$ cat src/rtl/rv32_types.sv
// Shared RV32 front-end types: the instruction word, the issue-controller
// state enum and the opcode predicates for source-register usage.
package rv32_types;

  typedef logic [31:0] rv_instr_t;

  typedef enum logic [1:0] {
    ST_EMPTY,
    ST_HOLD,
    ST_WAIT_BR,
    ST_HALTED
  } issue_state_t;

  localparam logic [6:0] OPC_JAL         = 7'b1101111;
  localparam logic [6:0] OPC_JALR        = 7'b1100111;
  localparam logic [6:0] OPC_BRANCH      = 7'b1100011;
  localparam logic [6:0] OPC_INTEGER_IMM = 7'b0010011;
  localparam logic [6:0] OPC_INTEGER_REG = 7'b0110011;

  // rs1 is a real source operand for these opcodes
  function automatic logic uses_rs1(input logic [6:0] opc);
    return (opc == OPC_JALR) || (opc == OPC_BRANCH) ||
           (opc == OPC_INTEGER_IMM) || (opc == OPC_INTEGER_REG);
  endfunction

  // rs2 is a real source operand for these opcodes
  function automatic logic uses_rs2(input logic [6:0] opc);
    return (opc == OPC_BRANCH) || (opc == OPC_INTEGER_REG);
  endfunction

  // Control-transfer instructions that must wait for resolution
  function automatic logic is_ctrl(input logic [6:0] opc);
    return (opc == OPC_JAL) || (opc == OPC_JALR) || (opc == OPC_BRANCH);
  endfunction

endpackage

$ cat src/rtl/rv32_scoreboard.sv
// Register busy scoreboard: one set port, one clear port, two read ports.
// x0 never reads busy. A same-cycle set and clear of one register leaves it
// set; a clear becomes visible on the read ports the following cycle.
module rv32_scoreboard (
  input  logic       clk,
  input  logic       resetn,
  input  logic       set_en,
  input  logic [4:0] set_rd,
  input  logic       clr_en,
  input  logic [4:0] clr_rd,
  input  logic [4:0] ra_addr,
  output logic       ra_busy,
  input  logic [4:0] rb_addr,
  output logic       rb_busy
);

  logic [31:0] busy;
  logic [31:0] busy_nxt;

  // Apply clear first so a coincident set on the same register wins
  always_comb begin
    busy_nxt = busy;
    if (clr_en) busy_nxt[clr_rd] = 1'b0;
    if (set_en) busy_nxt[set_rd] = 1'b1;
    busy_nxt[0] = 1'b0;
  end

  // Busy vector register
  always_ff @(posedge clk or negedge resetn) begin
    if (!resetn) busy <= '0;
    else         busy <= busy_nxt;
  end

  assign ra_busy = busy[ra_addr];
  assign rb_busy = busy[rb_addr];

endmodule

$ cat src/rtl/rv32_issue_ctrl.sv
// Single-entry issue controller between fetch, decoder and execute.
// Holds one instruction, checks RAW hazards against the scoreboard, issues
// with zero-bubble refill, blocks after control transfers until resolved and
// halts on an invalid instruction until flushed.
// Optional build macro RV32_ISSUE_PERF_EN adds stall_cnt / issue_cnt outputs.
module rv32_issue_ctrl
  import rv32_types::*;
(
  input  logic        clk,
  input  logic        resetn,
  input  logic        f_valid,
  output logic        f_ready,
  input  logic [31:0] f_instr,
  input  logic [31:0] f_pc,
  output logic [31:0] d_instr,
  output logic [31:0] d_pc,
  output logic        d_set_nop,
  input  logic        d_register_wb,
  input  logic        d_invalid,
  output logic        i_valid,
  input  logic        i_ready,
  input  logic        wb_valid,
  input  logic [4:0]  wb_rd,
  input  logic        br_resolved,
  input  logic        flush,
  output logic        illegal
`ifdef RV32_ISSUE_PERF_EN
  ,
  output logic [31:0] stall_cnt,
  output logic [31:0] issue_cnt
`endif
);

  issue_state_t state;
  issue_state_t state_nxt;
  rv_instr_t    hold_instr;
  logic [31:0]  hold_pc;
  logic         capture;
  logic         issue;
  logic         hazard;
  logic         rs1_busy;
  logic         rs2_busy;
  logic [6:0]   opc;

  assign opc = hold_instr[6:0];

  rv32_scoreboard u_scoreboard (
    .clk     (clk),
    .resetn  (resetn),
    .set_en  (issue & d_register_wb),
    .set_rd  (hold_instr[11:7]),
    .clr_en  (wb_valid),
    .clr_rd  (wb_rd),
    .ra_addr (hold_instr[19:15]),
    .ra_busy (rs1_busy),
    .rb_addr (hold_instr[24:20]),
    .rb_busy (rs2_busy)
  );

  assign hazard = (uses_rs1(opc) && rs1_busy) || (uses_rs2(opc) && rs2_busy);

  // Next state and handshake outputs; flush overrides everything at the end
  always_comb begin
    state_nxt = state;
    f_ready   = 1'b0;
    i_valid   = 1'b0;
    d_set_nop = 1'b1;
    illegal   = 1'b0;
    capture   = 1'b0;
    issue     = 1'b0;
    unique case (state)
      ST_EMPTY: begin
        f_ready = 1'b1;
        if (f_valid) begin
          capture   = 1'b1;
          state_nxt = ST_HOLD;
        end
      end
      ST_HOLD: begin
        d_set_nop = 1'b0;
        if (d_invalid) begin
          illegal   = 1'b1;
          state_nxt = ST_HALTED;
        end else begin
          i_valid = !hazard;
          if (i_valid && i_ready) begin
            issue = 1'b1;
            if (is_ctrl(opc)) begin
              state_nxt = ST_WAIT_BR;
            end else begin
              // Refill in the issue cycle so back-to-back issue has no bubble
              f_ready = 1'b1;
              if (f_valid) capture   = 1'b1;
              else         state_nxt = ST_EMPTY;
            end
          end
        end
      end
      ST_WAIT_BR: begin
        if (br_resolved) state_nxt = ST_EMPTY;
      end
      ST_HALTED: begin
        state_nxt = ST_HALTED;
      end
      default: begin
        state_nxt = ST_EMPTY;
      end
    endcase
    if (flush) begin
      state_nxt = ST_EMPTY;
      f_ready   = 1'b0;
      i_valid   = 1'b0;
      illegal   = 1'b0;
      capture   = 1'b0;
      issue     = 1'b0;
    end
  end

  // State register
  always_ff @(posedge clk or negedge resetn) begin
    if (!resetn) state <= ST_EMPTY;
    else         state <= state_nxt;
  end

  // Hold register for the instruction presented to the decoder
  always_ff @(posedge clk or negedge resetn) begin
    if (!resetn) begin
      hold_instr <= '0;
      hold_pc    <= '0;
    end else if (capture) begin
      hold_instr <= f_instr;
      hold_pc    <= f_pc;
    end
  end

  assign d_instr = hold_instr;
  assign d_pc    = hold_pc;

`ifdef RV32_ISSUE_PERF_EN
  // Saturating stall and issue counters
  always_ff @(posedge clk or negedge resetn) begin
    if (!resetn) begin
      stall_cnt <= '0;
      issue_cnt <= '0;
    end else begin
      if (state == ST_HOLD && hazard && stall_cnt != '1) stall_cnt <= stall_cnt + 32'd1;
      if (issue && issue_cnt != '1)                      issue_cnt <= issue_cnt + 32'd1;
    end
  end
`endif

endmodule

$ cat config.mk
export PLATFORM = sky130hd
export DESIGN_NAME = rv32_issue_ctrl
export DESIGN_NICKNAME = d
export VERILOG_FILES = /design/src/rtl/rv32_types.sv /design/src/rtl/rv32_scoreboard.sv /design/src/rtl/rv32_issue_ctrl.sv
export SDC_FILE = /design/constraint.sdc
export NUM_CORES = 1
export LEC_CHECK = 0
export BUFFER_PORTS_ARGS = -buffer_cell sky130_fd_sc_hd__buf_2
export CAP_MARGIN = 0
export CORE_MARGIN = 3
export CORE_UTILIZATION = 49
export CTS_BUF_LIST = sky130_fd_sc_hd__clkbuf_4 sky130_fd_sc_hd__clkbuf_8
export CTS_CLUSTER_DIAMETER = 120
export DETAILED_ROUTE_END_ITERATION = 8
export GPL_TIMING_DRIVEN = 1
export PLACE_DENSITY_LB_ADDON = 0.2
export SLEW_MARGIN = 20
export SYNTH_ARGS = -nofsm -noshare
export SYNTH_HDL_FRONTEND = slang
export SYNTH_SLANG_ARGS = --single-unit
$ cat constraint.sdc
create_clock -name clk -period 4.3 [get_ports clk]
set_input_delay 0.215 -clock clk [delete_from_list [all_inputs] [get_ports clk]]
set_output_delay 0.215 -clock clk [all_outputs]
set_load 0.02 [all_outputs]
==> flow_summary_export.csv <==
group,metric,value,unit
synth,ys_ff_latch,97,
sta,hold_viol_final,0,
clock_network,cts_buffers,9,
synth,synth_top_area_share,52.7,%
clock_network,cts_max_level,3,
sta,setup_tns,0,ps
setup_path,critical_path_class,"flip-flop to flip-flop",
clock_network,cts_tree,"built",
clock_network,clock_insertion_delay_worst_skew,370,ps
die,start_util,51.6,%
setup_path,cp.arrival,3570,ps
grt,grt_max_degree,54,
detailed_routing,route.detailed.drc,0,
final_layout,drive_gt1_share,37.9,%
final_layout,synthToLayoutAreaGrowth,21.0,%
setup_path,reg2regPathDepth,8,
synth,postSynthCellCount,359,
clock_network,clk_pin_slew,100,ps
worst_hold_path,worstHoldPathType,"input pin to flip-flop",
sta,setup_viol_count_final,0,
die,ios,146,
detailed_routing,routedWlPerCell,18.1,µm
setup_path,required,4550,ps
pwr,power,2420,µW
synth,syn_area,4610,µm²
setup_path,worstPathMaxFanout,53,
setup_path,rr_startpoint,"d_instr[20]",
die,die_w,103,µm
clock_network,cts.sinks,97,
job,maxCapViolCount,0,
clock_network,postCtsResizedCells,0,
sta,tightest_slew,625,ps
sta,max_slew_margin,58.3,%
sta,slew_violations,0,
synth,yosysTopAreaCell,"dfrtp_1",
detailed_routing,firstDrtPassIters,4,
detailed_routing,routed_via_density,5.74,
setup_path,rr_endpoint,"d_pc[15]",
worst_hold_path,hp-start,"f_pc[23]",
status,status,"finished clean",
synth,ys_warn_count,0,
synth,synth_cell_type_count,41,
placed_design,port-buffer-count,145,
pwr,ir_drop,219,µV
sta,fin_skew,18.2,ps
sta,fmax,301,MHz
grt,grt_overflow,0,
placed_design,gp_congestion,0.882,
clock_network,cts_root_buffer,"clkbuf_8",
synth,synth_nets,437,
grt,grt_pass1_wl,17200,µm
synth,async_reset_ff_share,100,%
setup_path,cp-start-kind,"flip-flop",
die,fp-row-count,34,
detailed_routing,drtIter0Drc,146,
setup_path,rrSetupSlack,980,ps
die,dieArea,10600,µm²
final_layout,nFillCells,729,
pwr,powerDensity,434,nW/µm²
grt,grt_usage,21.1,%
synth,synth_edf_count,0,
placed_design,place_hpwl,8320,µm
pwr,leakagePower,0.00252,µW
die,die-height,103,µm
sta,rsz0062_at_grt,"no",
synth,ys_top_cells_by_area,"dfrtp_1 (53%), mux2_1 (15%), mux4_2 (7.3%)",
synth,syn_area_per_cell,12.8,µm²
worst_hold_path,min_to,"d_pc[23]",
detailed_routing,dr_total_vias,3514,
sta,period_minus_slack,3320,ps
grt,antenna_found_initial,0,
detailed_routing,totalWireLength,11100,µm
worst_hold_path,hold_path_depth,2,
synth,yosysSeqAreaShare,52.7,%
clock_network,clockBufferDepth,2,
final_layout,n_antenna_cell,0,
detailed_routing,drtAntennaViolNets,0,
sta,period_share,77.3,%
die,core_area,8930,µm²
grt,first_global_vias,3386,
final_layout,nets,577,
setup_path,cp-end-kind,"flip-flop",
synth,ys.flop_type,"dfrtp_1",
repair_timing:
| action | in CTS | in global routing |
|---|---|---|
| hold buffers | 1 | 0 |
| buffers inserted | 0 | 0 |
| endpoints found under the setup margin | 0 | 0 |
| hold endpoints to repair | 48 | 0 |
Yosys cell counts (2+ instances only):
master	n
mux2_1	60
or3b_2	3
mux2_2	6
inv_1	7
nor2_1	10
buf_2	3
mux4_2	15
o21ai_0	38
buf_6	6
nand3b_1	10
nand2b_1	2
nor3_1	2
o31ai_1	20
mux2i_1	2
a221oi_1	2
a21oi_1	6
dfrtp_1	97
nand4_1	3
and2_1	2
o41ai_1	4
nor2b_1	6
nand3_1	12
clkbuf_1	11
nand2_1	15
stage by stage:
stage / util (%) / area (µm²) / setup WS [ps] / instances / hold WS (ps)
3_3_place_gp: 60.3 / 5380 / 1020 / 595 / 262
4_1_cts: 62.5 / 5580 / 924 / 612 / 41.9
3_5_place_dp: 60.3 / 5380 / 942 / 595 / 271
6_report: 62.5 / 5580 / 976 / 612 / 55.3
5_1_grt: 62.5 / 5580 / 732 / 612 / 48.1
2_1_floorplan: - / 4610 / 1260 / 359 / -80.6
how the worst max path moves through the flow:
stage	start	end	slack, ps	depth (start not counted)
finish	d_instr[20]	d_pc[15]	980	8
global route	d_instr[20]	d_instr[8]	730	8
CTS	d_instr[20]	d_pc[15]	920	8
detailed placement	d_instr[20]	d_pc[15]	940	8
global placement	d_instr[20]	d_pc[0]	1020	8
floorplan	d_instr[20]	d_instr[0]	1260	9
flip-flops by register name (all words and copies together) (netlist names):
register	cells
d_pc	32
d_instr	32
u_scoreboard.busy	31
state	2
cell type report:
cell class                      count  area (µm²)  area share, %
Sequential cell                    97        2430           43.5
Inverter                            7        26.3          0.471
Multi-Input combinational cell    235        2030           36.4
Tap cell                          108         135           2.42
Timing Repair Buffer              149         773           13.9
Clock buffer                       10         131           2.35
Clock inverter                      6        53.8          0.964
layout by cell type (no fill, tap or decap), drive strengths merged, types with 2 or more instances in the layout:
cell,n
nor3,2
nand2,15
nand3b,10
nand4,3
nand2b,2
mux2i,2
mux2,66
buf,148
a221oi,2
o21ai,38
nor2,11
a41oi,2
clkinv,3
o41ai,4
or3b,3
and2,2
dfrtp,97
inv,8
nand3,12
mux4,15
clkinvlp,2
a21oi,6
clkbuf,10
o31ai,20
nor2b,6
power breakdown:
group,internal (µW),switching (µW),total [µW],leakage (µW)
clock network,224,328,552,0.0000891
logic,276,378,654,0.00122
registers,1060,157,1210,0.00121
total,1560,864,2420,0.00252
critical path, cell delays in order (launching register included):
cell	delay (ps)
dfrtp_1	660
mux4_2	560
mux4_2	460
nand2b_1	160
o311ai_2	110
a41oi_2	270
nor2_8	300
buf_12	320
mux2_1	370
kinds of logic after synthesis:
| group | count (synthesis) | share of synthesized area [%] |
|---|---|---|
| AOI/OAI and AO/OA | 77 | 10.7 |
| xor gates and xnor gates | 1 | 0.190 |
| buffers and inverters | 27 | 3.26 |
| DFF | 97 | 52.7 |
| muxes | 83 | 23.9 |
| and+or+nand+nor | 74 | 9.28 |
metal layers:
layer  track usage, %  wire length (µm)  up-vias
met5                0                 0        -
met4             6.97               114        0
met3             4.06               834       11
met2             34.8              5460      141
met1             28.0              4680     1735
li1                 -                 -     1627
Power figures use the tool's default switching activity.
